===== src/rtl/uart_rx_frame.sv =====
// uart_rx_frame: parametrised UART receiver with 2-flop input synchroniser,
// 3-sample majority vote per bit, false-start rejection and
// parity / framing / break reporting.
module uart_rx_frame #(
    parameter int unsigned CLOCKS_PER_BAUD = 868,
    parameter int unsigned DATA_BITS       = 8,
    parameter int unsigned PARITY          = 0,
    parameter int unsigned STOP_BITS       = 1
) (
    input  logic                 clk_in,
    input  logic                 rst_in,
    input  logic                 rx,
    output logic [DATA_BITS-1:0] data_o,
    output logic                 valid_o,
    output logic                 parity_err_o,
    output logic                 frame_err_o,
    output logic                 break_o,
    output logic                 busy_o
);

    localparam int unsigned      CNT_W     = $clog2(CLOCKS_PER_BAUD);
    localparam int unsigned      H         = CLOCKS_PER_BAUD / 2;
    localparam logic [CNT_W-1:0] CNT_LAST  = CNT_W'(CLOCKS_PER_BAUD - 1);
    localparam logic [CNT_W-1:0] SAMP_A    = CNT_W'(H - 1);
    localparam logic [CNT_W-1:0] SAMP_B    = CNT_W'(H);
    localparam logic [CNT_W-1:0] DECIDE    = CNT_W'(H + 1);
    localparam logic [3:0]       DATA_LAST = 4'(DATA_BITS - 1);
    localparam logic [3:0]       STOP_LAST = 4'(STOP_BITS - 1);

    typedef enum logic [2:0] {
        S_WAIT_IDLE,
        S_IDLE,
        S_START,
        S_DATA,
        S_PARITY,
        S_STOP
    } state_t;

    state_t               state;
    logic                 rx_m;
    logic                 rx_s;
    logic [CNT_W-1:0]     cnt;
    logic [3:0]           idx;
    logic                 samp_a;
    logic                 samp_b;
    logic [DATA_BITS-1:0] shreg;
    logic                 par_bit;
    logic                 stop_err;
    logic                 vote;
    logic                 stop_err_next;
    logic                 par_mismatch;

    // Two-flop synchroniser; idles high so reset never looks like a start bit
    always_ff @(posedge clk_in or posedge rst_in) begin
        if (rst_in) begin
            rx_m <= 1'b1;
            rx_s <= 1'b1;
        end else begin
            rx_m <= rx;
            rx_s <= rx_m;
        end
    end

    // Majority vote of the three mid-bit samples and end-of-frame checks
    always_comb begin
        vote          = (samp_a & samp_b) | (samp_a & rx_s) | (samp_b & rx_s);
        stop_err_next = stop_err | ~vote;
        if (PARITY == 1)
            par_mismatch = ~(^{shreg, par_bit});
        else if (PARITY == 2)
            par_mismatch = ^{shreg, par_bit};
        else
            par_mismatch = 1'b0;
    end

    // Receive FSM with baud counter and registered outputs.
    // cnt is loaded with 1 on leaving IDLE so that cnt equals the cycle
    // offset from t0 within each bit; the decision at cnt = H+1 then lands
    // exactly on t0 + k*CLOCKS_PER_BAUD + H + 1.
    always_ff @(posedge clk_in or posedge rst_in) begin
        if (rst_in) begin
            state        <= S_WAIT_IDLE;
            cnt          <= '0;
            idx          <= '0;
            samp_a       <= 1'b1;
            samp_b       <= 1'b1;
            shreg        <= '0;
            par_bit      <= 1'b0;
            stop_err     <= 1'b0;
            data_o       <= '0;
            valid_o      <= 1'b0;
            parity_err_o <= 1'b0;
            frame_err_o  <= 1'b0;
            break_o      <= 1'b0;
            busy_o       <= 1'b0;
        end else begin
            valid_o <= 1'b0;
            case (state)
                S_WAIT_IDLE: begin
                    cnt <= '0;
                    if (rx_s)
                        state <= S_IDLE;
                end
                S_IDLE: begin
                    if (!rx_s) begin
                        state    <= S_START;
                        cnt      <= CNT_W'(1);
                        idx      <= '0;
                        par_bit  <= 1'b0;
                        stop_err <= 1'b0;
                        busy_o   <= 1'b1;
                    end else begin
                        cnt <= '0;
                    end
                end
                default: begin
                    cnt <= (cnt == CNT_LAST) ? '0 : cnt + CNT_W'(1);
                    if (cnt == SAMP_A)
                        samp_a <= rx_s;
                    if (cnt == SAMP_B)
                        samp_b <= rx_s;
                    if (cnt == DECIDE) begin
                        case (state)
                            S_START: begin
                                if (vote) begin
                                    state  <= S_IDLE;
                                    busy_o <= 1'b0;
                                end else begin
                                    state <= S_DATA;
                                end
                            end
                            S_DATA: begin
                                shreg <= {vote, shreg[DATA_BITS-1:1]};
                                if (idx == DATA_LAST) begin
                                    idx   <= '0;
                                    state <= (PARITY != 0) ? S_PARITY : S_STOP;
                                end else begin
                                    idx <= idx + 4'd1;
                                end
                            end
                            S_PARITY: begin
                                par_bit <= vote;
                                state   <= S_STOP;
                            end
                            S_STOP: begin
                                if (idx == STOP_LAST) begin
                                    valid_o      <= 1'b1;
                                    busy_o       <= 1'b0;
                                    data_o       <= shreg;
                                    parity_err_o <= par_mismatch;
                                    frame_err_o  <= stop_err_next;
                                    break_o      <= stop_err_next && (shreg == '0) && !par_bit;
                                    state        <= stop_err_next ? S_WAIT_IDLE : S_IDLE;
                                end else begin
                                    stop_err <= stop_err_next;
                                    idx      <= idx + 4'd1;
                                end
                            end
                            default: ;
                        endcase
                    end
                end
            endcase
        end
    end

endmodule


===== config.mk =====
export PLATFORM = sky130hd
export DESIGN_NAME = uart_rx_frame
export DESIGN_NICKNAME = d
export VERILOG_FILES = /design/src/rtl/uart_rx_frame.sv
export SDC_FILE = /design/constraint.sdc
export NUM_CORES = 1
export LEC_CHECK = 0
export ABC_AREA = 1
export BUFFER_PORTS_ARGS = -buffer_cell sky130_fd_sc_hd__buf_2
export CELL_PAD_IN_SITES_DETAIL_PLACEMENT = 0
export CELL_PAD_IN_SITES_GLOBAL_PLACEMENT = 1
export CORE_MARGIN = 1
export CORE_UTILIZATION = 35
export CTS_CLUSTER_DIAMETER = 40
export CTS_CLUSTER_SIZE = 20
export DETAILED_ROUTE_END_ITERATION = 12
export PLACE_DENSITY = 0.69
export SYNTH_ARGS = -nofsm -noshare
export SYNTH_HDL_FRONTEND = slang
export SYNTH_SLANG_ARGS = --single-unit
export TNS_END_PERCENT = 5

===== constraint.sdc =====
create_clock -name clk_in -period 1.6 [get_ports clk_in]
set_input_delay 0.32 -clock clk_in [delete_from_list [all_inputs] [get_ports clk_in]]
set_output_delay 0.32 -clock clk_in [all_outputs]
set_load 0.01 [all_outputs]

==> results by group, run 1 <==
Status
  – Status: finished with violations
  – Failing checks: negative hold slack

Power
  – Sw Ratio: between 40 and 50%
  – Switch Pwr: about 1400 uW
  – Total power: about 3400 uW
  – LEAKAGE: about 0.0013 uW
  – Clk pwr share: between 20 and 25%
  – Pwr/cell area: approximately 1300 mW/mm2
  – Combinational share of power: 38.9%
  – Peak VDD IR: ~700 uV
  – Pint: ~2000 uW
  – Part of the power in registers: 39.1%

Final layout
  – Most common cell after layout, fill and taps aside: nand2_1
  – Area occupied by multi-input gates: ~0.0011 mm2
  – Layout Nets: 325
  – Diode count: 0
  – FF/Latch Area: roughly 0.0011 mm2
  – Share of layout cells above drive strength 1: roughly 25%
  – P&R area growth vs syn: 15.6%
  – Core Util, Final: 42.0%
  – Final-layout fill cell count: roughly 640
  – Most frequent cells in the layout: 85 x nand2_1, 39 x dfrtp_1, 30 x inv_1, 27 x nor2_1, 23 x nand3_1
  – Finished Layout Cells: 395

Setup path
  – Top delay family on crit path: simple AND/OR/NAND/NOR gates
  – Worst-path fanout max: 18
  – CP endpoint kind: register
  – Slowest cell on the critical path: dfrtp_1
  – Critical Path Max Stage Delay: 440 ps
  – CP arrival: 1720 ps
  – CP required: ~1900 ps
  – Critical path launch point type: register
  – Cell Chain, Critical Path: inv_1 > nor2_2 > nand2_1 > nor2_2 > nand2_8 > inv_2 > nand3_1 > nand2_1
  – CP Buf/Inv Count: 2
  – CP Class: reg -> reg

Detailed routing
  – Vias: approximately 1900
  – Routed Antenna Nets: 0
  – DRC Markers: 0
  – WL final: approximately 4700 um
  – WL/cell: 12.0 um
  – TritonRoute pass-1 iters: 4
  – Number of vias per cell: 4.74
  – Iteration-0 DRC Markers: 95

Timing
  – Worst hold margin: -12.0 ps
  – Unrepaired setup endpoints after global routing: yes
  – Post-route setup TNS: 0 ps
  – Final period util: about 90%
  – PnR worst setup slack: ~120 ps
  – Final hold vios: 14
  – Setup-failing EPs final: 0
  – Minimum clock period: about 1500 ps
  – Skew final: about 5.2 ps
  – Max Clk Rate: slightly below 700 MHz
  – Slew Viols, Final: 0

Place
  – IO buf count: 14
  – Cell count after placement: between 300 and 400
  – HPWL Detailed: around 3400 um
  – Worst slack at placement: between 40 and 50 ps
  – RD Place Congestion: around 0.75

Logic synthesis
  – Seq/Total Area, Yosys: about 47%
  – Synth Register Bits: 43
  – Synthesized area: around 0.0023 mm2
  – Syn Inst Count: ~290
  – Ys Warns: 0
  – Synth unique cells: 30
  – Post-Syn Area per Cell: just over 8 um2
  – Syn_nets: 293

Floorplan
  – # rows: 29
  – Die Y: between 80 and 90 um
  – Io pins: 16
  – Initial core utilization: a little over a third
  – Die Area: between 0.006 and 0.007 mm2
  – Core Box Area: ~0.0063 mm2
  – Die width: 83.2 um

Global routing
  – Gr usage total: 14.8%
  – First-pass GRT wire length: between 8000 and 9000 um
  – Vias in the first global route: between 1500 and 2000
  – Largest net degree at the start of global routing: 29
  – Antenna violations before repair: 0
  – Total gr overflow: 0

Clock network
  – CTS Buf Count: 5
  – CTS Root Cell: clkbuf_8
  – CTS tree: done
  – Latest clock arrival within the worst-skew pair: ~300 ps
  – Max Buffers Root-to-Sink: 2
  – Clock-pin slew reported for the worst setup and hold paths after clock tree synthesis: about 90 ps
  – H-tree levels: 2
  – CTS sink cnt: 43

Run
  – Max_cap viols: 0

Hold path
  – Worst hold path type: in -> async
power groups by stage:
stage / Clock [uW] / Sequential, uW / Combinational [uW]
floorplan: 0 / 1350 / 867
global placement: 0 / 1350 / 1310
detailed placement: 0 / 1350 / 1300
CTS: 774 / 1330 / 1310
global route: 813 / 1340 / 1510
finish: 744 / 1320 / 1320
per-layer routing:
metal | part of all wire, % | GRT usage, %
met1 | 50 | 20.6
met2 | 46 | 22.9
met3 | 2.8 | 3.68
met4 | 1.0 | 4.08
met5 | 0 | 0
state kept, by name, indices dropped and copies added, names as in the netlist, 3 cells and up:
| signal | flops |
|---|---|
| cnt | 10 |
| shreg | 8 |
| state | 3 |
| data_o | 8 |
| idx | 4 |
kinds of logic after synthesis:
logic type      share of synthesized area (%)
compound gates                           8.83
xor+xnor                                 1.90
fa+ha+maj                                2.71
buf+inv                                  7.31
flops                                    46.8
other cells                             0.162
simple gates                             32.3
area by class of cell:
class | count | share of cell area, %
clock buffers | 5 | 2.58
clock inverters | 3 | 0.890
inverters | 37 | 5.20
multi-input cells | 202 | 40.2
flip-flops and latches | 43 | 40.5
well taps | 77 | 3.61
repair buffers | 28 | 7.03
timing repair:
action                                  CTS  global route
endpoints found under the setup margin    0            24
resized for setup                         0             2
hold buffers                              0             0
buffers inserted                          0             1
metrics by stage:
step                      hold slack, ps  instance area (um2)
after floorplan                      324                 2310
after global placement               334                 2560
after detailed placement             335                 2560
after CTS                           2.70                 2650
after global routing                17.8                 2670
final                              -12.0                 2670
worst paths after layout:
check                         start  slack (ps)  depth (start not counted)  endpoint
hold reg to reg                rx_m         370                          0      rx_s
max in group asynchronous    rst_in        1060                          3      rx_s
min in group clk_in              rx         110                          1      rx_m
hold / removal               rst_in         -10                          2    cnt[0]
setup / recovery           state[0]         120                          8   break_o
setup reg to reg           state[0]         120                          8   break_o
synthesized netlist by cell type:
library cell / number / area (um2)
xor2_1: 3 / 26.3
dfrtp_1: 39 / 976
nor3_1: 6 / 30.0
nor3b_1: 1 / 7.51
nand3_4: 1 / 17.5
buf_4: 1 / 7.51
xnor2_1: 2 / 17.5
a21oi_2: 1 / 8.76
ha_1: 5 / 62.6
inv_2: 6 / 22.5
nand2_4: 1 / 11.3
nand4_1: 5 / 31.3
nand3b_1: 1 / 7.51
a21oi_4: 1 / 16.3
buf_6: 2 / 22.5
nor2_1: 27 / 101
dfstp_2: 4 / 105
nor2_2: 5 / 31.3
nor2_4: 2 / 22.5
inv_1: 31 / 116
o21ai_2: 14 / 123
nand2_1: 85 / 319
a21oi_1: 2 / 10.0
o21ai_0: 8 / 40.0
nand2_2: 4 / 25.0
or2_2: 1 / 6.26
o22ai_1: 1 / 6.26
nand3_2: 2 / 20.0
conb_1: 1 / 3.75
nand3_1: 23 / 115
Note: power is estimated with default switching activity, not from simulation.
==> run 2, diff against run 1 <==
==> constraint.sdc (replaced) <==
create_clock -name clk_in -period 1.6 [get_ports clk_in]
set_input_delay 0.24 -clock clk_in [delete_from_list [all_inputs] [get_ports clk_in]]
set_output_delay 0.24 -clock clk_in [all_outputs]
set_load 0.01 [all_outputs]
==> results by group, run 2 (synthesis results as in run 1) <==
Power
  – Pwr/cell area: 1260 mW/mm2 (-0.27%)
  – LEAKAGE: 0.00134 uW (+0.31%)
  – Peak VDD IR: 701 uV (about the same)

Floorplan
  – Die width: 83.2 um (unchanged)
  – Initial core utilization: 36.4% (unchanged)
  – Die Y: 83.2 um (unchanged)
  – # rows: 29 (unchanged)
  – Io pins: 16 (unchanged)
  – Core Box Area: 0.00635 mm2 (unchanged)
  – Die Area: 0.00693 mm2 (unchanged)

Final layout
  – Most common cell after layout, fill and taps aside: nand2_1
  – Top Registers: cnt: 10 flops, data_o: 8 flops, shreg: 8 flops
  – P&R area growth vs syn: 16.0%
  – Largest Register: cnt
  – Max reg flops: 10 (unchanged)
  – Diode count: 0 (unchanged)
  – Most frequent cells in the layout: 85 x nand2_1, 39 x dfrtp_1, 30 x inv_1, 27 x nor2_1, 23 x nand3_1
  – Layout Nets: 326 (+0.31%)
  – Finished Layout Cells: 396 (+0.25%)
  – Core Util, Final: 42.2% (+0.16 points)
  – Design area: 0.00268 mm2 (+0.37%)
  – Share of layout cells above drive strength 1: 24.8% (-0.078 points)

Timing
  – Minimum clock period: 1480 ps (+0.153 ps)
  – Post-route setup TNS: 0 ps (unchanged)
  – Worst hold margin: 28.0 ps (+40.0 ps)
  – Setup-failing EPs final: 0 (unchanged)
  – Unrepaired setup endpoints after global routing: yes
  – Final period util: 92.4% (about the same)
  – Skew final: 5.99 ps (+0.752 ps)
  – Slew Viols, Final: 0 (unchanged)
  – Max Clk Rate: 676 MHz (about the same)
  – Final hold vios: 0 (-14)

Clock network
  – CTS tree: done
  – Clock-pin slew reported for the worst setup and hold paths after clock tree synthesis: 90 ps (about the same)
  – CTS sink cnt: 43 (unchanged)
  – Max Buffers Root-to-Sink: 2 (unchanged)
  – H-tree levels: 2 (unchanged)
  – CTS Buf Count: 5 (unchanged)
  – Latest clock arrival within the worst-skew pair: 300 ps (about the same)
  – CTS Root Cell: clkbuf_8

Hold path
  – Worst hold path type: in -> reg

Setup path
  – Critical path launch point type: register
  – Worst-path fanout max: 18 (unchanged)
  – End of the critical path: break_o
  – CP endpoint kind: register
  – Worst r2r src: state[0]
  – CP Class: reg -> reg
  – Setup crit start: state[0]
  – Reg-to-Reg End: break_o
  – FF-to-FF setup slack: 120 ps (about the same)
  – CP required: 1850 ps (about the same)
  – R2r worst-path depth: 8 (unchanged)
  – CP arrival: 1720 ps (about the same)

Run
  – Max_cap viols: 0 (unchanged)

Global routing
  – Total gr overflow: 0 (unchanged)
  – Vias in the first global route: 1701 (-0.059%)
  – Largest net degree at the start of global routing: 29 (unchanged)
  – Antenna violations before repair: 0 (unchanged)
  – Gr usage total: 14.8% (+0.021 points)
  – First-pass GRT wire length: 8250 um (+0.17%)

Place
  – Cell count after placement: 386 (unchanged)
  – HPWL Detailed: 3440 um (unchanged)
  – Placed inst area: 0.00256 mm2 (unchanged)
  – RD Place Congestion: 0.752 (unchanged)
  – IO buf count: 14 (unchanged)

Detailed routing
  – WL/cell: 12.0 um (-0.13%)
  – Routed Antenna Nets: 0 (unchanged)
  – Vias: 1877 (+0.21%)
  – WL final: 4740 um (+0.13%)
  – Iteration-0 DRC Markers: 89 (-6.3%)
  – DRC Markers: 0 (unchanged)
  – TritonRoute pass-1 iters: 4 (unchanged)
  – Number of vias per cell: 4.74 (about the same)

Status
  – Status: completed
-- run 2: cell types whose count changed in the layout (fill, tap and decap cells not counted) --
| cell | delta |
|---|---|
| dlygate4sd3_1 | +1 |
-- run 2: worst min path at each step --
| stage | cells past startpoint | to | startpoint | slack, ps |
|---|---|---|---|---|
| detailed placement | 2 | cnt[6] | rst_in | 250 |
| global placement | 2 | cnt[8] | rst_in | 250 |
| floorplan | 0 | rx_m | rx | 240 |
| global route | 1 | rx_m | rx | 20 |
| finish | 1 | rx_m | rx | 30 |
| CTS | 1 | rx_m | rx | 20 |
-- run 2: power by group --
part           total, uW  internal (uW)  leakage [uW]  switching (uW)
clock                745            313     0.0000408             432
sequential          1320           1210      0.000572             113
combinational       1320            493      0.000725             824
-- run 2: critical path: stages (launching register included) --
cell     delay [ps]
dfrtp_1         440
inv_1            90
nor2_2          160
nand2_1         120
nor2_2          210
nand2_8         140
inv_2           110
nand3_1          70
nand2_1          70
-- run 2: area by class of cell --
class	count	area (um2)
clock buffers	5	68.8
clock inverters	3	23.8
fillers	634	3670
inverters	37	139
multi-input cells	202	1070
flip-flops and latches	43	1080
well taps	77	96.3
repair buffers	29	198
-- run 2: timing repair --
action	4_1_cts	5_1_grt
hold endpoints to repair	14	0
hold buffers	1	0
setup buffers	0	1
gates resized for setup	0	2
endpoints found under the setup margin	0	24
-- run 2: metrics by stage --
step	power, uW	setup slack [ps]
final	3380	121
after CTS	3410	39.1
after global routing	3670	-32.3
after detailed placement	2650	49.5
after global placement	2660	105
after floorplan	2220	103
-- run 2: layer usage --
layer | GRT usage (%) | vias to the layer above | part of all wire (%)
li1 | - | 961 | -
met1 | 20.7 | 883 | 50
met2 | 22.9 | 28 | 46
met3 | 3.68 | 5 | 2.8
met4 | 4.08 | 0 | 1.0
met5 | 0 | - | 0
